[src/rtl/joust2_rom_loader.sv]
`default_nettype none
// ============================================================================
//  Module      : joust2_rom_loader
//  Description : Accepts an HPS ROM download, forwards in-range bytes to the
//                core ROMs one cycle later, keeps a running 16-bit checksum
//                and releases the core only after a complete, clean image.
//  Revision    : 1.0 - initial release
// ============================================================================
module joust2_rom_loader #(
    parameter int          ROM_SIZE  = 245760,
    parameter logic [15:0] ROM_INDEX = 16'd0
) (
    input  logic        clk_sys,
    input  logic        reset,
    input  logic        ioctl_download,
    input  logic        ioctl_wr,
    input  logic [24:0] ioctl_addr,
    input  logic [7:0]  ioctl_dout,
    input  logic [15:0] ioctl_index,
    output logic [17:0] dn_addr,
    output logic [7:0]  dn_data,
    output logic        dn_wr,
    output logic        core_hold,
    output logic        load_done,
    output logic        load_error,
    output logic [15:0] checksum
);

    localparam logic [24:0] ROM_LIMIT = 25'(ROM_SIZE);
    localparam logic [18:0] CNT_MAX   = '1;

    typedef enum logic [1:0] {
        ST_IDLE  = 2'd0,
        ST_LOAD  = 2'd1,
        ST_DONE  = 2'd2,
        ST_ERROR = 2'd3
    } state_t;

    state_t      state;
    state_t      state_next;

    logic        download_q;
    logic [18:0] byte_count;
    logic        overflow;

    logic        index_match;
    logic        start;
    logic        in_load;
    logic        accept;
    logic        reject;
    logic        finish;
    logic [18:0] count_next;
    logic        overflow_next;
    logic        image_ok;

    assign index_match   = (ioctl_index == ROM_INDEX);
    assign start         = ioctl_download & ~download_q & index_match;
    assign in_load       = (state == ST_LOAD);
    assign accept        = in_load & ioctl_wr & index_match & (ioctl_addr <  ROM_LIMIT);
    assign reject        = in_load & ioctl_wr & index_match & (ioctl_addr >= ROM_LIMIT);
    assign finish        = in_load & ~ioctl_download;

    // A byte strobed on the falling-download cycle is folded in before the
    // completeness check, so the check uses the post-update count and flag.
    assign count_next    = (accept && (byte_count != CNT_MAX)) ? byte_count + 19'd1 : byte_count;
    assign overflow_next = overflow | reject;
    assign image_ok      = ({6'd0, count_next} == ROM_LIMIT) && !overflow_next;

    // State register.
    always_ff @(posedge clk_sys or posedge reset) begin
        if (reset) begin
            state <= ST_IDLE;
        end else begin
            state <= state_next;
        end
    end

    // Next-state selection and state-decoded status outputs.
    always_comb begin
        state_next = state;
        core_hold  = 1'b1;
        load_done  = 1'b0;
        load_error = 1'b0;

        if (start) begin
            state_next = ST_LOAD;
        end else if (finish) begin
            state_next = image_ok ? ST_DONE : ST_ERROR;
        end

        core_hold  = (state != ST_DONE);
        load_done  = (state == ST_DONE);
        load_error = (state == ST_ERROR);
    end

    // Download edge tracking, byte forwarding, counting and checksum.
    // download_q resets to 1 so a download still held high across a reset
    // is not mistaken for a fresh rising edge.
    always_ff @(posedge clk_sys or posedge reset) begin
        if (reset) begin
            download_q <= 1'b1;
            byte_count <= '0;
            overflow   <= 1'b0;
            checksum   <= '0;
            dn_addr    <= '0;
            dn_data    <= '0;
            dn_wr      <= 1'b0;
        end else begin
            download_q <= ioctl_download;
            dn_wr      <= accept;
            if (accept) begin
                dn_addr <= ioctl_addr[17:0];
                dn_data <= ioctl_dout;
            end
            if (start) begin
                byte_count <= '0;
                overflow   <= 1'b0;
                checksum   <= '0;
            end else if (in_load) begin
                byte_count <= count_next;
                overflow   <= overflow_next;
                if (accept) begin
                    checksum <= checksum + {8'd0, ioctl_dout};
                end
            end
        end
    end

endmodule
`default_nettype wire

[config.mk]
export PLATFORM = sky130hd
export DESIGN_NAME = joust2_rom_loader
export DESIGN_NICKNAME = d
export VERILOG_FILES = /design/src/rtl/joust2_rom_loader.sv
export SDC_FILE = /design/constraint.sdc
export NUM_CORES = 1
export LEC_CHECK = 0
export ABC_CLOCK_PERIOD_IN_PS = 2800
export CORE_MARGIN = 2
export CORE_UTILIZATION = 48
export CTS_BUF_LIST = sky130_fd_sc_hd__clkbuf_8 sky130_fd_sc_hd__clkbuf_16
export DETAILED_ROUTE_END_ITERATION = 10
export GPL_TIMING_DRIVEN = 0
export PLACE_DENSITY = 0.86
export SLEW_MARGIN = 10
export SYNTH_ARGS = -nofsm -noshare
export SYNTH_HDL_FRONTEND = slang
export SYNTH_SLANG_ARGS = --single-unit
[constraint.sdc]
create_clock -name clk_sys -period 2.8 [get_ports clk_sys]
set_input_delay 0.42 -clock clk_sys [delete_from_list [all_inputs] [get_ports clk_sys]]
set_output_delay 0.42 -clock clk_sys [all_outputs]
set_load 0.05 [all_outputs]
# Yosys cells after proc, flatten, opt, wreduce, memory -nomap -nowiden
# Index checks and enable logic that the tools add are counted.
# Widths: inputs -> output; s select.
# totals
input_bits	53
out_inout_bits	46
wordCells	47
register_bits	66
# op_classes
n_reduce_logical	8
eq_ne	6
n_bitwise	10
magnitude_cmp	2
n_addsub	2
muxes	11
# ops
operator	count
$mux 19	3
$mux 16	3
$ge 25x18->1 const B	1
$lt 25x18->1 const B	1
$add 19x1->19 const B	1
$eq 19x18->1 const B	1
$ne 19x19->1 const B	1
$add 16x8->16	1
$logic_not 16->1	1
$and 1x1->1	7
$reduce_bool 2->1	3
$eq 2x2->1 const B	2
$mux 2	2
$mux 1	3
$eq 2x1->1 const B	1
$logic_and 1x1->1	2
$ne 2x2->1 const B	1
$not 1->1	2
$reduce_and 2->1	1
$logic_not 1->1	1
$or 1x1->1	1

# Depth between registers and ports, before layout
# Gate-level depths: netlist of run 1.
# logic_depth
ltp_word	11
ltp_mapped	10
depth_no_buf	9

# Worst setup path after synthesis of run 1
# No wires, ideal clock.
# synth_path
path_type	register -> register
from	register checksum[0]
to	register checksum[12]
stages_incl_launch_ff	11
path_buffers	1
slack_ps	33
setup_ps	67
required_time_ps	2733
synth_period_minus_slack_ps	2767
arrival_time_ps	2701
path_cell_list	dfrtp_1 ha_1 fa_1 a21o_1 a21oi_1 o21bai_1 a2111oi_0 or4_1 clkbuf_1 or4_1 nand2_1
# synth_between
elab_chain_cells	4
# synth_rtl
element	line	source
start, declared	26	output logic [15:0] checksum
start signal, assigned	123	checksum <= checksum + {8'd0, ioctl_dout};
$add 16x8->16	123	
$mux 16	122	if (accept) begin
$mux 16	119	end else if (in_load) begin
$mux 16	115	if (start) begin
# No other way between the ends. The select of a mux whose other input is x is not followed.
# A chain may end at the register's enable or synchronous reset.

# Worst setup path after layout of run 1
# layout_path
from	input ioctl_index[10]
to	register checksum[15]
# layout_between
elab_chain_cells	5
word_cells_on_any_way	8
cone_classes	1 x mux; 3 x bitwise; 4 x reduce/logical
# layout_rtl
element	line	source
start, declared	19	input logic [15:0] ioctl_index,
$logic_not 16->1 (*)	56	assign index_match = (ioctl_index == ROM_INDEX);
$and 1x1->1 (2 in a row)	59	assign accept = in_load & ioctl_wr & index_match & (ioctl_addr < ROM_LIMIT);
$reduce_bool 2->1 (no line)	n/a	
$reduce_and 2->1 (no line)	n/a	
# Every way passes the cells marked *; elsewhere a longest branch is shown, timed or not.

==> results of run 1 <==
## area by class of cell
type / count / area, µm²
inverter: 6 / 25.0
fill: 566 / 2190
clock buffer: 12 / 165
multi-input combinational: 304 / 1830
clock inverter: 4 / 72.6
tap: 99 / 124
timing repair buffer: 108 / 1060
buffer: 15 / 62.6
sequential: 66 / 1650
## tightest hold or removal path, cell delays in order
cell and delay, ns:
dlymetal6s2s_1 0.11, nand2_1 0.06, nand2_1 0.06
## cells by family (layout without fill, tap and decap cells)
group	after synthesis	after routing	synth area share [%]
AOI/OAI and AO/OA	56	56	10.5
xor gates and xnor gates	23	23	5.75
adders and majority gates	10	10	3.78
buffers and inverters	23	145	2.50
DFF	66	66	47.1
muxes	2	2	0.571
and+or+nand+nor	213	213	29.8
## worst max-delay path by stage
stage / start / endpoint
floorplan: checksum[0] / checksum[12]
global placement: ioctl_addr[23] / state[0]
detailed placement: ioctl_index[6] / checksum[12]
CTS: ioctl_index[6] / state[0]
global route: ioctl_index[11] / state[0]
finish: ioctl_index[10] / checksum[15]
## per-stage QoR
step | setup TNS, ns | hold slack, ns | power (W)
after floorplan | 0 | 0.424 | 0.00100
after global placement | -33.27 | 0.448 | 0.00109
after detailed placement | -8.19 | 0.456 | 0.00110
after CTS | 0 | 0.472 | 0.00203
after global routing | -0.0844 | 0.341 | 0.00208
final | 0 | 0.337 | 0.00203
## power groups by stage
stage | Sequential (W) | Combinational, W | Clock, W
finish | 0.000955 | 0.000125 | 0.000947
floorplan | 0.000973 | 0.0000315 | 0
global route | 0.000955 | 0.000135 | 0.000993
detailed placement | 0.000973 | 0.000122 | 0
CTS | 0.000955 | 0.000124 | 0.000954
global placement | 0.000973 | 0.000119 | 0
## cells in the final DEF (no fill, tap or decap), drive strengths merged, types with 3 or more instances in the layout
cell type,n
a211oi,4
a21o,6
a21oi,20
and2,3
and3,7
and4,3
buf,13
clkbuf,24
clkdlybuf4s50,97
dfrtp,65
ha,9
inv,6
nand2,110
nand3,11
nand4,17
nor2,31
nor3,8
nor4,7
o211ai,3
o21ai,10
or3,8
or4,3
xnor2,9
xor2,14
## flip-flops by register name, summed over array words and instances, names as in the netlist
name,flops
dn_addr,18
dn_data,8
checksum,16
state,2
byte_count,19
dn_wr,1
overflow,1
download_q,1
## metal layers
metal / wire [µm] / GRT usage [%]
met1: 3880 / 30.1
met2: 4550 / 41.4
met3: 618 / 3.79
met4: 204 / 10.4
met5: 0 / 0
## what timing repair did
item	CTS	global route
pin swaps	2	10
setup buffers	3	7
endpoints found under the hold margin	0	0
setup endpoints to repair	6	14
resized for setup	5	13
==> impl_metrics.json, run 1 <==
{
  "outcome": "completed",
  "required_ns": 3.07,
  "hold_path_depth": 3,
  "holdPathEnd": "dn_data[0]",
  "root_buffer": "clkbuf_8",
  "cts.path.max_buffers": 2,
  "path_depth": 8,
  "postRouteWirelength_um": 9250,
  "design_area_um2": 4990,
  "layout_setup_ws_ns": 0.0321,
  "skew_ns": 0.00803,
  "drc_errors": 0,
  "dpl.cell_count": 590,
  "port_buffers": 98,
  "start_util_pct": 48.9,
  "synth_top_area_share_pct": 46.4,
  "hold_path.class": "in -> reg",
  "grt_usage_pct": 24.1,
  "grt_max_degree": 67,
  "yosys_warnings": 0,
  "ir_drop_uv": 220,
  "power_leakage_nw": 2.30,
  "drive_above_1_share_pct": 9.71,
  "placed_cell_area_um2": 4610,
  "clkTransAtPathRegs_ns": 0.07,
  "io_pins": 99,
  "ff2ff_setup_slack_ns": 0.11,
  "cts_tree": "done",
  "dieArea_um2": 8000,
  "slew_violations": 0,
  "p_switching_w": 0.000427,
  "cp_num_buf_inv": 2,
  "cts_sinks": 66,
  "drtAntennaViolNets": 0,
  "final_cells": 614,
  "coreArea_um2": 7180,
  "combPwrFrac_pct": 6.2,
  "cts_buffers": 9,
  "worst_path_max_delay_cell": "or3_1",
  "routed_via_density": 5.51,
  "final_util_pct": 69.5,
  "cts_hold_buf": 0,
  "end_kind": "register",
  "cap_violations": 0,
  "critPathMaxFanout": 9,
  "ys_seq_area_share_pct": 47.1,
  "first_pass_iters": 5,
  "drt_iter0_drc": 259,
  "cp.arrival_ns": 3.04,
  "p_int_w": 0.00160,
  "gp_congestion": 0.900,
  "cp_cell_sequence": "clkdlybuf4s50_1, nor4_2, nand4_4, buf_4, or3_1, or3_1, or3_1, a21oi_1",
  "swShare_pct": 21.0,
  "hold_path.startpoint": "ioctl_dout[0]",
  "antenna_found_initial": 0,
  "max_stage_delay_ns": 0.54,
  "grt_overflow_total": 0,
  "ys_dominant_reg_cell": "dfrtp_1",
  "vias": 3383,
  "r2r_cells": 10,
  "ys_ff_latch": 66,
  "dp.final_hpwl_um": 6410,
  "yosys-top-cells-area": "dfrtp_1, nand2_1, xor2_1",
  "start_kind": "input pin",
  "tightest_slew_ns": 0.813,
  "fin_crit_sh_pct": 98.9,
  "p_per_area_nw_per_um2": 407,
  "synth.most_common_cell": "nand2_1",
  "nNetsFinal": 573,
  "grt_first_pass_wirelength_um": 14800,
  "die_w_um": 89.5,
  "netlist_instances": 393,
  "post-place-ws_ns": -0.526,
  "synth_edf_count": 0,
  "finalSetupViolCount": 0,
  "max_slew_margin_pct": 45.8,
  "power_frac_seq_pct": 47.1,
  "synth_commonest_cells": "nand2_1, dfrtp_1, nor2_1, a21oi_1, nand4_1",
  "async_flop_share_pct": 100,
  "area_growth_pct": 42.2,
  "synth_area_um2": 3510,
  "ys_types": 46,
  "grt_pass1_vias": 3266,
  "r2r_end": "state[0]",
  "rows": 31,
  "critPathTopFamily": "simple AND/OR/NAND/NOR gates",
  "synth_nets": 456,
  "clkLatencyLatePin_ns": 0.34,
  "period_needed_ns": 2.77,
  "worstSetupPathType": "in -> reg",
  "r2r_start": "byte_count[0]",
  "routedWlPerCell_um": 15.1,
  "p_clk_share_pct": 46.7,
  "fmax_mhz": 361,
  "crit_top_cell": "or3_1",
  "htreeDepth": 3,
  "diodes": 0,
  "die_h_um": 89.5,
  "synth_area_leader_cell": "dfrtp_1",
  "hold_violations": 0,
  "syn_avg_cell_area_um2": 8.92
}
Note: power is estimated with default switching activity, not from simulation.
==> run 2, diff against run 1 <==
--- a/config.mk
+++ b/config.mk
@@ -5,13 +5,14 @@
 export SDC_FILE = /design/constraint.sdc
 export NUM_CORES = 1
 export LEC_CHECK = 0
+export ABC_AREA = 1
 export ABC_CLOCK_PERIOD_IN_PS = 2800
 export CORE_MARGIN = 2
-export CORE_UTILIZATION = 48
+export CORE_UTILIZATION = 49
 export CTS_BUF_LIST = sky130_fd_sc_hd__clkbuf_8 sky130_fd_sc_hd__clkbuf_16
 export DETAILED_ROUTE_END_ITERATION = 10
 export GPL_TIMING_DRIVEN = 0
-export PLACE_DENSITY = 0.86
+export PLACE_DENSITY = 0.87
 export SLEW_MARGIN = 10
 export SYNTH_ARGS = -nofsm -noshare
 export SYNTH_HDL_FRONTEND = slang
==> run 2 against run 1 <==
Against the previous run: combinational power shrank 4%; critical endpoint is now state[0]; maximum frequency grew 18%; worst setup slack gained 0.43 ns; largest cell class unchanged; critical path depth grew 6; critical path type is now reg -> reg.
==> impl_metrics.json, run 2 <==
{
  "outcome": "completed",
  "fin_crit_sh_pct": 83.6,
  "grt_usage_pct": 23.6,
  "routed_via_density": 5.08,
  "top_regs": "byte_count x19, dn_addr x18, checksum x16",
  "required_ns": 3.03,
  "max_slew_margin_pct": 47.3,
  "whs_ns": 0.474,
  "crit_top_cell": "nand2_1",
  "async_flop_share_pct": 100,
  "clkTransAtPathRegs_ns": 0.08,
  "finalSetupViolCount": 0,
  "yosys_warnings": 0,
  "final_util_pct": 68.9,
  "synth_area_um2": 3760,
  "cap_violations": 0,
  "hold_violations": 0,
  "synth_commonest_cells": "nand2_1, dfrtp_1, nor2_1, inv_1, nand3_1",
  "grt_util_met1_pct": 29.6,
  "synth.most_common_cell": "nand2_1",
  "cts_hold_buf": 0,
  "diodes": 0,
  "fin_setup_tns_ns": 0,
  "clkLatencyLatePin_ns": 0.35,
  "cts_resized": 0,
  "start_util_pct": 51.3,
  "grt_overflow_total": 0,
  "cts_buffers": 9,
  "die_w_um": 91.6,
  "met2_usage_pct": 39.4,
  "drtAntennaViolNets": 0,
  "startpoint": "byte_count[0]",
  "netlist_instances": 510,
  "power_leakage_nw": 2.51,
  "skew_ns": 0.0122,
  "final_cells": 723,
  "antenna_found_initial": 0,
  "period_needed_ns": 2.34,
  "cts.path.max_buffers": 2,
  "ys_seq_area_share_pct": 44.0,
  "max_stage_delay_ns": 0.49,
  "cts_tree": "done",
  "critPathMaxFanout": 8,
  "layout_commonest_cell": "nand2_1",
  "tightest_slew_ns": 0.790,
  "dpl.cell_count": 707,
  "ys_types": 34,
  "worst_path_max_delay_cell": "dfrtp_1",
  "cp-endpoint": "state[0]",
  "regMostFlops": "byte_count",
  "r2r_cells": 14,
  "grt_max_degree": 67,
  "grt_pass1_vias": 3590,
  "dp.final_hpwl_um": 7060,
  "slew_violations": 0,
  "ys_ff_latch": 66,
  "ff2ff_setup_slack_ns": 0.46,
  "synth_edf_count": 0,
  "hold_path.startpoint": "dn_data[1]",
  "nNetsFinal": 682,
  "postRouteWirelength_um": 9370,
  "die_h_um": 91.6,
  "coreArea_um2": 7330,
  "drive_above_1_share_pct": 7.85,
  "htreeDepth": 3,
  "cp_cell_sequence": "ha_1, nand3_2, nor2_2, nand3_2, nand3_4, inv_1, nand2_1, nand2_1, inv_2, nand2_1, nor2_1, nand2_1, nor2_1, nor2_1",
  "cts_sinks": 66,
  "grt_first_pass_wirelength_um": 15900,
  "vias": 3674,
  "p_per_area_nw_per_um2": 366,
  "drc_errors": 0,
  "worstSetupPathType": "reg -> reg",
  "gp_congestion": 1.06,
  "synth_top_area_share_pct": 43.3,
  "first_pass_iters": 7,
  "start_kind": "register",
  "fmax_mhz": 427,
  "largest_reg_flops": 19,
  "hold_path.class": "reg -> reg",
  "layout_common_cells": "nand2_1, clkdlybuf4s50_1, dfrtp_1",
  "top_usage_layer": "met2",
  "r2r_start": "byte_count[0]",
  "area_growth_pct": 34.4,
  "ys_dominant_reg_cell": "dfrtp_1",
  "gr-usage-met3_pct": 5.48,
  "drt_iter0_drc": 174,
  "synth_area_leader_cell": "dfrtp_1",
  "cp.arrival_ns": 2.57,
  "end_kind": "register",
  "yosys-top-cells-area": "dfrtp_1, nand2_1, nor2_1",
  "syn_avg_cell_area_um2": 7.37,
  "root_buffer": "clkbuf_8",
  "port_buffers": 98,
  "cts_setup_buffers": 0,
  "dieArea_um2": 8390,
  "rsz0062_at_grt": "false",
  "ir_drop_uv": 352,
  "synth_nets": 573,
  "rows": 31,
  "io_pins": 99,
  "r2r_end": "state[0]",
  "routedWlPerCell_um": 13.0
}
==> run 2: per-stage QoR <==
stage / total power [W] / area (µm²) / setup slack, ns
6_report: 0.00185 / 5050 / 0.459
5_1_grt: 0.00192 / 5050 / 0.241
4_1_cts: 0.00186 / 5050 / 0.522
3_5_place_dp: 0.00109 / 4870 / 0.188
3_3_place_gp: 0.00109 / 4860 / -0.366
2_1_floorplan: 0.00101 / 3760 / 0.647
==> run 2: layout make-up <==
cell class / instances / area (µm²)
sequential: 66 / 1650
inverter: 47 / 179
clock buffer: 9 / 124
multi-input combinational: 385 / 1850
fill: 574 / 2280
timing repair buffer: 98 / 981
clock inverter: 7 / 61.3
tap: 99 / 124
buffer: 12 / 75.1
==> run 2: where the power goes <==
group	leakage [nW]	total (W)	switching, W	internal, W
registers	0.867	0.000955	0.000000443	0.000954
logic	1.54	0.000120	0.0000470	0.0000730
clock network	0.100	0.000776	0.000375	0.000401
total	2.51	0.00185	0.000422	0.00143
==> run 2: worst min path at each step <==
stage | cells after the start | slack (ns) | to
after detailed placement | 2 | 0.46 | dn_data[1]
after floorplan | 0 | 0.42 | download_q
after global routing | 2 | 0.50 | dn_addr[15]
after CTS | 2 | 0.48 | dn_data[1]
after global placement | 2 | 0.45 | dn_addr[8]
final | 2 | 0.47 | dn_data[1]
==> run 2: layer usage <==
layer | routed length, µm | vias to the layer above | share of wire (%)
met1 | 4110 | 1683 | 44
met3 | 685 | 23 | 7.3
met2 | 4390 | 146 | 47
met5 | 0 | - | 0
li1 | - | 1822 | -
met4 | 178 | 0 | 1.9
==> run 2: cells by family (layout without fill, tap and decap cells) <==
family	after synthesis	after routing	synth area share [%]
flops	66	66	44.0
fa+ha+maj	10	10	3.53
compound gates	45	45	6.46
simple gates	313	313	35.4
buf+inv	59	173	6.69
xor+xnor	17	17	3.96
==> run 2: worst max-delay path: cells and delay by family (launching register included) <==
family	cells	cell delay (ns)
simple gates	11	1.28
fa+ha+maj	1	0.25
flops	1	0.49
buf+inv	2	0.21
